$ cat src/rtl/evo_servo_multi_pkg.sv
// evo_servo_multi_pkg: register map, CTRL bit positions and pulse-width clamp for evo_servo_multi.
package evo_servo_multi_pkg;
    localparam int CTRL_OFS    = 0;
    localparam int PW_L_OFS    = 2;
    localparam int PW_H_OFS    = 3;
    localparam int CH_CTRL_OFS = 4;
    localparam int CH_STRIDE   = 3;
    localparam int CTRL_GEN    = 0;
    localparam int CTRL_DONE   = 1;
    localparam int CTRL_IRQ_EN = 2;
    localparam int CNT_W       = 16;

    function automatic logic [15:0] clamp(input logic [15:0] v, input logic [15:0] lo, input logic [15:0] hi);
        return (v < lo) ? lo : ((v > hi) ? hi : v);
    endfunction
endpackage

$ cat src/rtl/evo_xb_addr_pkg.sv
// evo_xb_addr_pkg: CSR base addresses of the OpenEvo XB peripherals.
package evo_xb_addr_pkg;
    localparam logic [11:0] EVO_SERVO_MULTI_ADDR = 12'h8B0;
endpackage

$ cat src/rtl/evo_servo_chan.sv
// evo_servo_chan: one servo channel -- PW temp/shadow/active registers, frame compare and output flop.
// OFS_US is the channel's rise point in the frame; widths are compared modulo FRAME_US from there.
module evo_servo_chan
    import evo_servo_multi_pkg::*;
#(
    parameter int MIN_US   = 500,
    parameter int MAX_US   = 2500,
    parameter int RESET_US = 1500,
    parameter int FRAME_US = 20000,
    parameter int OFS_US   = 0
) (
    input  logic             clk,
    input  logic             reset,
    input  logic             i_gen,
    input  logic             i_boundary,
    input  logic [CNT_W-1:0] i_cnt,
    input  logic             i_we_l,
    input  logic             i_we_h,
    input  logic             i_we_c,
    input  logic [7:0]       i_wdata,
    output logic [15:0]      o_shadow,
    output logic             o_ch_en,
    output logic             o_servo
);
    logic [7:0]       r_temp;
    logic [15:0]      r_shadow, r_act_w, r_pend_w;
    logic             r_ch_en, r_act_en, r_pend_en, r_pend, r_run, r_servo;
    logic [CNT_W:0]   w_diff;
    logic [CNT_W-1:0] w_rel;
    logic [15:0]      w_cw;
    logic             w_ce, w_on, w_safe, w_load;

    assign w_diff = {1'b0, i_cnt} - (CNT_W+1)'(OFS_US);
    assign w_rel  = w_diff[CNT_W] ? w_diff[CNT_W-1:0] + CNT_W'(FRAME_US) : w_diff[CNT_W-1:0];
    // r_run blocks a wrapped tail from showing before the channel's first rise after enable
    assign w_on   = r_act_en & (r_run | (w_rel == '0)) & (w_rel < r_act_w);
    assign w_cw   = i_boundary ? r_shadow : r_pend_w;
    assign w_ce   = i_boundary ? r_ch_en : r_pend_en;
    // a boundary load waits until neither the old nor the new pulse would be cut or started mid-way
    assign w_safe = !w_on & !(w_ce & (w_rel < w_cw));
    assign w_load = !i_gen | ((i_boundary | r_pend) & w_safe);

    always_ff @(posedge clk or posedge reset) begin
        if (reset) begin
            r_temp    <= '0;
            r_shadow  <= 16'(RESET_US);
            r_ch_en   <= 1'b0;
            r_act_w   <= 16'(RESET_US);
            r_act_en  <= 1'b0;
            r_pend_w  <= 16'(RESET_US);
            r_pend_en <= 1'b0;
            r_pend    <= 1'b0;
            r_run     <= 1'b0;
            r_servo   <= 1'b0;
        end else begin
            if (i_we_l) r_temp <= i_wdata;
            if (i_we_h) r_shadow <= clamp({i_wdata, r_temp}, 16'(MIN_US), 16'(MAX_US));
            if (i_we_c) r_ch_en <= i_wdata[0];
            if (w_load) begin
                r_act_w  <= i_gen ? w_cw : r_shadow;
                r_act_en <= i_gen ? w_ce : r_ch_en;
            end
            if (i_boundary) begin
                r_pend_w  <= r_shadow;
                r_pend_en <= r_ch_en;
            end
            r_pend  <= i_gen & (i_boundary | r_pend) & !w_safe;
            r_run   <= i_gen & (r_run | (w_rel == '0));
            r_servo <= i_gen & w_on;
        end
    end

    assign o_shadow = r_shadow;
    assign o_ch_en  = r_ch_en;
    assign o_servo  = r_servo;
endmodule

$ cat src/rtl/evo_servo_multi.sv
// evo_servo_multi: NUM_CH-channel RC-servo pulse generator on the OpenEvo XB CSR bus.
// Define EVO_SERVO_STAGGER_EN to spread channel rise points evenly over the first half of the frame.
module evo_servo_multi
    import evo_xb_addr_pkg::*;
    import evo_servo_multi_pkg::*;
#(
    parameter int          NUM_CH       = 4,
    parameter logic [11:0] BASE_ADDR    = EVO_SERVO_MULTI_ADDR,
    parameter int          CLK_FREQ_MHZ = 16,
    parameter int          FRAME_US     = 20000,
    parameter int          MIN_US       = 500,
    parameter int          MAX_US       = 2500,
    parameter int          RESET_US     = 1500
) (
    input  logic              clk,
    input  logic              reset,
    input  logic [11:0]       csr_addr,
    input  logic              csr_wr,
    input  logic              csr_rd,
    input  logic [7:0]        csr_wdata,
    output logic [7:0]        csr_rdata,
    output logic              csr_hit,
    output logic [NUM_CH-1:0] servo_out,
    output logic              frame_irq
);
    localparam int PS_W = $clog2(CLK_FREQ_MHZ);
    localparam int WIN  = 2 + CH_STRIDE * NUM_CH;
`ifdef EVO_SERVO_STAGGER_EN
    localparam int STAGGER_US = FRAME_US / (2 * NUM_CH);
`else
    localparam int STAGGER_US = 0;
`endif

    logic [PS_W-1:0]   r_presc;
    logic [CNT_W-1:0]  r_cnt;
    logic [2:0]        r_ctrl;
    logic [11:0]       w_ofs;
    logic              w_in, w_gen, w_tick, w_boundary, w_ctrl_we;
    logic [7:0]        w_rmux;
    logic [15:0]       w_shadow [NUM_CH];
    logic [NUM_CH-1:0] w_ch_en;

    assign w_ofs      = csr_addr - BASE_ADDR;
    assign w_in       = (csr_addr >= BASE_ADDR) && (w_ofs < 12'(WIN));
    assign w_gen      = r_ctrl[CTRL_GEN];
    assign w_tick     = w_gen && (r_presc == PS_W'(CLK_FREQ_MHZ - 1));
    assign w_boundary = w_tick && (r_cnt == CNT_W'(FRAME_US - 1));
    assign w_ctrl_we  = csr_wr && w_in && (w_ofs == 12'(CTRL_OFS));
    assign frame_irq  = r_ctrl[CTRL_DONE] & r_ctrl[CTRL_IRQ_EN];

    always_ff @(posedge clk or posedge reset) begin
        if (reset) begin
            r_presc <= '0;
            r_cnt   <= '0;
        end else if (!w_gen) begin
            r_presc <= '0;
            r_cnt   <= '0;
        end else begin
            r_presc <= w_tick ? '0 : r_presc + 1'b1;
            if (w_tick) r_cnt <= w_boundary ? '0 : r_cnt + 1'b1;
        end
    end

    // a boundary in the same cycle as a W1C keeps FRAME_DONE set
    always_ff @(posedge clk or posedge reset) begin
        if (reset) begin
            r_ctrl <= '0;
        end else begin
            if (w_ctrl_we) begin
                r_ctrl[CTRL_GEN]    <= csr_wdata[CTRL_GEN];
                r_ctrl[CTRL_IRQ_EN] <= csr_wdata[CTRL_IRQ_EN];
            end
            r_ctrl[CTRL_DONE] <= w_boundary | (r_ctrl[CTRL_DONE] & !(w_ctrl_we & csr_wdata[CTRL_DONE]));
        end
    end

    always_comb begin
        w_rmux = '0;
        if (w_ofs == 12'(CTRL_OFS)) w_rmux = {5'b0, r_ctrl};
        for (int c = 0; c < NUM_CH; c++) begin
            if (w_ofs == 12'(PW_L_OFS + CH_STRIDE * c)) w_rmux = w_shadow[c][7:0];
            if (w_ofs == 12'(PW_H_OFS + CH_STRIDE * c)) w_rmux = w_shadow[c][15:8];
            if (w_ofs == 12'(CH_CTRL_OFS + CH_STRIDE * c)) w_rmux = {7'b0, w_ch_en[c]};
        end
    end

    always_ff @(posedge clk or posedge reset) begin
        if (reset) begin
            csr_rdata <= '0;
            csr_hit   <= 1'b0;
        end else begin
            csr_rdata <= (csr_rd && w_in) ? w_rmux : '0;
            csr_hit   <= (csr_wr || csr_rd) && w_in;
        end
    end

    for (genvar g = 0; g < NUM_CH; g++) begin : g_chan
        evo_servo_chan #(
            .MIN_US   (MIN_US),
            .MAX_US   (MAX_US),
            .RESET_US (RESET_US),
            .FRAME_US (FRAME_US),
            .OFS_US   (STAGGER_US * g)
        ) u_chan (
            .clk        (clk),
            .reset      (reset),
            .i_gen      (w_gen),
            .i_boundary (w_boundary),
            .i_cnt      (r_cnt),
            .i_we_l     (csr_wr && w_in && (w_ofs == 12'(PW_L_OFS + CH_STRIDE * g))),
            .i_we_h     (csr_wr && w_in && (w_ofs == 12'(PW_H_OFS + CH_STRIDE * g))),
            .i_we_c     (csr_wr && w_in && (w_ofs == 12'(CH_CTRL_OFS + CH_STRIDE * g))),
            .i_wdata    (csr_wdata),
            .o_shadow   (w_shadow[g]),
            .o_ch_en    (w_ch_en[g]),
            .o_servo    (servo_out[g])
        );
    end
endmodule
$ cat config.mk
export PLATFORM = sky130hd
export DESIGN_NAME = evo_servo_multi
export DESIGN_NICKNAME = d
export VERILOG_FILES = /design/src/rtl/evo_servo_multi_pkg.sv /design/src/rtl/evo_xb_addr_pkg.sv /design/src/rtl/evo_servo_chan.sv /design/src/rtl/evo_servo_multi.sv
export SDC_FILE = /design/constraint.sdc
export NUM_CORES = 1
export LEC_CHECK = 0
export CAP_MARGIN = 20
export CORE_MARGIN = 3
export CORE_UTILIZATION = 55
export DETAILED_ROUTE_END_ITERATION = 7
export GPL_ROUTABILITY_DRIVEN = 0
export PLACE_DENSITY = 0.76
export SETUP_SLACK_MARGIN = 0.15
export SLEW_MARGIN = 25
export SYNTH_ARGS = -nofsm -noshare
export SYNTH_HDL_FRONTEND = slang
export SYNTH_SLANG_ARGS = --single-unit
$ cat constraint.sdc
create_clock -name clk -period 12.6 [get_ports clk]
set_input_delay 3.78 -clock clk [delete_from_list [all_inputs] [get_ports clk]]
set_output_delay 3.78 -clock clk [all_outputs]
set_load 0.1 [all_outputs]
==> key figures <==
Run status
  – Status: finished, final reports clean

Power and ir drop
  – Worst VDD drop: 0.000134 V
  – PD cells: 112 nW/µm²
  – Leakage power: 0.00812 µW

Die
  – DIE AREA: 29900 µm²
  – Die Height: approximately 170 µm
  – Starting density of the core: 0.564
  – Horiz. Die Dim: 173 µm
  – Ports: 38
  – Core footprint: 27200 µm²
  – FP Rows: 60

Placement
  – Port bufs: 37
  – Dpl cells: ~1800
  – Final HPWL DP: 28.6 mm

Clock tree
  – Total CTS buffers: 31
  – Post-CTS Setup Bufs: 0
  – Clk buf depth: 3
  – Sink Count: 280
  – CTS tree: yes
  – Clock-pin transition on the worst setup and hold timing paths: 60 ps
  – Post-CTS Resized: 0
  – Worst skew pair latency: 560 ps
  – Hold-fix buffers at CTS: 0
  – H-tree depth: 1
  – Root Driver: clkbuf_16

Detailed routing
  – Via density: 6.18
  – Via count: 11700
  – Drt first-iter violations: 1293
  – Post-route ant nets: 0
  – DRT Pass-1 Iters: 7
  – Detailed-route wire length: 41.1 mm
  – # DRC: 0
  – Wire per inst: 21.7 µm

Timing
  – Period utilization: 0.507
  – RSZ-0062 raised after global routing: false
  – # setup viols final: 0
  – Post-Route Setup TNS: 0 ps
  – Worst-Margin Slew: 991 ps
  – Skew final: 13.2 ps
  – Slew Viols, Final: 0
  – Period minus WS final: 6390 ps
  – Worst slew margin: 0.337
  – Fmax: 156 MHz
  – Final Hold Vio Count: 0

Finish
  – Final std cells w/o fill: about 1900
  – P&R area growth vs syn: 11.3%
  – Fill count: 2197
  – Fin nets: 1647
  – Share of cells above drive strength 1: 0.144
  – Area occupied by multi-input gates: around 7400 µm²
  – Ant. Diodes: 0
  – Storage cell area: 7120 µm²

Logic synthesis
  – Area leader, netlist: dfrtp_1
  – Post-synth top area share: 0.320
  – Mapped Cells: 1469
  – Predominant post-synthesis flop cell: dfrtp_1
  – Synth warn: 0
  – EDFF count, synth: 0
  – Post-Syn Area: 15300 µm²
  – Avg Inst Size Synth: around 10 µm²
  – Mapped Nets: 1616
  – Share of synthesized registers carrying an async set or reset: 1.00
  – Post-synthesis cell type count: 77
  – Seq/Total Area, Yosys: 0.464
  – Flops & latches, synth: 280
  – Synth top area cells: dfrtp_1 32%, dfstp_2 14%, ha_1 10%

Setup path
  – Reg2Reg Depth: 15
  – Setup CP Type: in2reg
  – Crit path launch type: input pin
  – CP max FO: 13
  – Setup slack, reg-to-reg: about 6600 ps
  – CP required: 13100 ps
  – Crit end category: flop
  – CP arrival: 6890 ps
  – Reg2reg start: r_cnt[1]
  – Worst r2r dst: g_chan[1].u_chan.r_act_en

GRT
  – Largest net degree at the start of global routing: 170
  – Remaining global-route overflow: 0
  – Vias in the first global route: about 12000
  – First-pass GRT wire length: 65.3 mm
  – Initial antenna violation count: 0
  – GRT Resource Usage Total: 0.273

Hold path
  – HP Class: reg2reg
  – Hold Path Stages: 2
  – Min-delay src: g_chan[2].u_chan.r_run
  – Worst Hold End: g_chan[2].u_chan.r_run

Run
  – Max Cap Viol: 0
metrics by stage:
step                area, µm²  hold slack (ps)  total power (µW)  utilization  setup slack [ps]
detailed placement      16000              472              1010        0.589              5720
floorplan               15300              433               976            -              1240
CTS                     17000              487              1910        0.627              6330
global placement        16000              465              1010        0.588              5880
global route            17100              505              1960        0.628              5970
finish                  17100              484              1900        0.628              6210
critical path, cell delays in order:
cell and delay (ps):
clkdlybuf4s50_1 630, or2_2 490, nor3_1 710, nand2_1 430, a21oi_1 370, nor2b_1 300
a22o_1 170
layout make-up:
cell class                 instances  share of cell area
tap                              372              0.0273
clock inverter                    10             0.00602
multi-input combinational        998               0.436
sequential                       280               0.417
inverter                         140              0.0313
timing repair buffer              49              0.0282
clock buffer                      47              0.0543
layout by cell type (no fill, tap or decap), types with 12 or more instances in the layout:
master / count
inv_1: 139
nor2b_1: 15
o21ai_0: 105
mux2_2: 45
dfrtp_1: 195
nand2_1: 134
a21o_1: 21
nor2_1: 66
nand3_1: 25
a22o_1: 16
mux2i_1: 136
a21oi_1: 77
nor3_1: 19
nand4_1: 21
ha_1: 123
clkdlybuf4s50_1: 37
a31oi_1: 12
dfstp_2: 84
and2_1: 20
clkbuf_16: 31
synth_stat cells, types with 6 or more instances:
cell	n
nor2b_1	15
a22o_1	16
nor3_1	19
o22ai_1	6
nor4_1	13
nand3_1	25
and4_1	6
and3_1	7
nor2_1	66
mux2_2	45
mux2i_1	136
and2_1	20
nand2b_1	8
o211ai_1	6
inv_1	140
a211oi_1	7
o22a_1	7
buf_2	12
a31oi_1	12
o21a_1	7
a21oi_1	77
a22oi_1	11
nand4_1	21
dfstp_2	84
clkbuf_1	24
dfrtp_1	196
a21o_1	21
o21ai_0	106
nand2_1	134
ha_1	123
flip-flops by register name, summed over array words and instances, names as in the netlist:
| name | flops |
|---|---|
| csr_rdata | 8 |
| g_chan.u_chan.r_pend_w | 64 |
| g_chan.u_chan.r_act_en | 4 |
| r_ctrl | 3 |
| r_cnt | 16 |
| r_presc | 4 |
| g_chan.u_chan.r_run | 4 |
| g_chan.u_chan.r_act_w | 64 |
| g_chan.u_chan.o_ch_en | 4 |
| g_chan.u_chan.r_pend_en | 4 |
| g_chan.u_chan.r_temp | 32 |
| g_chan.u_chan.o_shadow | 64 |
| g_chan.u_chan.r_pend | 4 |
| g_chan.u_chan.o_servo | 4 |
| csr_hit | 1 |
layer usage:
metal / vias up / track usage / wire [µm]
li1: 5316 / - / -
met5: - / 0 / 0
met3: 116 / 0.0580 / 3540
met1: 5775 / 0.378 / 17600
met2: 515 / 0.429 / 18400
met4: 0 / 0.0976 / 1590
logic make-up (layout without fill, tap and decap cells):
| kind of cell | Yosys count | count (layout) | synth area share |
|---|---|---|---|
| adder cells (fa/ha/maj) | 123 | 123 | 0.100 |
| AND/OR/NAND/NOR | 362 | 362 | 0.119 |
| buffers and inverters | 191 | 246 | 0.0517 |
| XOR/XNOR | 6 | 6 | 0.00343 |
| AO/OA/AOI/OAI | 322 | 322 | 0.136 |
| multiplexers | 185 | 185 | 0.125 |
| flip-flops | 280 | 280 | 0.464 |
report_power, final:
part           internal, µW  switching [µW]  leakage [µW]  total, µW
clock                   543             363      0.000511        906
sequential              903            10.9       0.00355        913
combinational          30.8            52.2       0.00406       83.0
total                  1480             426       0.00812       1900
how the worst max path moves through the flow:
stage,start,end,slack [ps],cells after the start
floorplan,reset,csr_hit,1240,1
global placement,csr_addr[1],g_chan[3].u_chan.o_shadow[0],5880,7
detailed placement,csr_addr[1],g_chan[3].u_chan.o_shadow[0],5720,7
CTS,csr_addr[1],g_chan[3].u_chan.o_shadow[0],6330,7
global route,csr_addr[1],g_chan[3].u_chan.o_shadow[3],5970,7
finish,csr_addr[1],g_chan[3].u_chan.o_shadow[0],6210,7
Note: power is estimated with default switching activity, not from simulation.
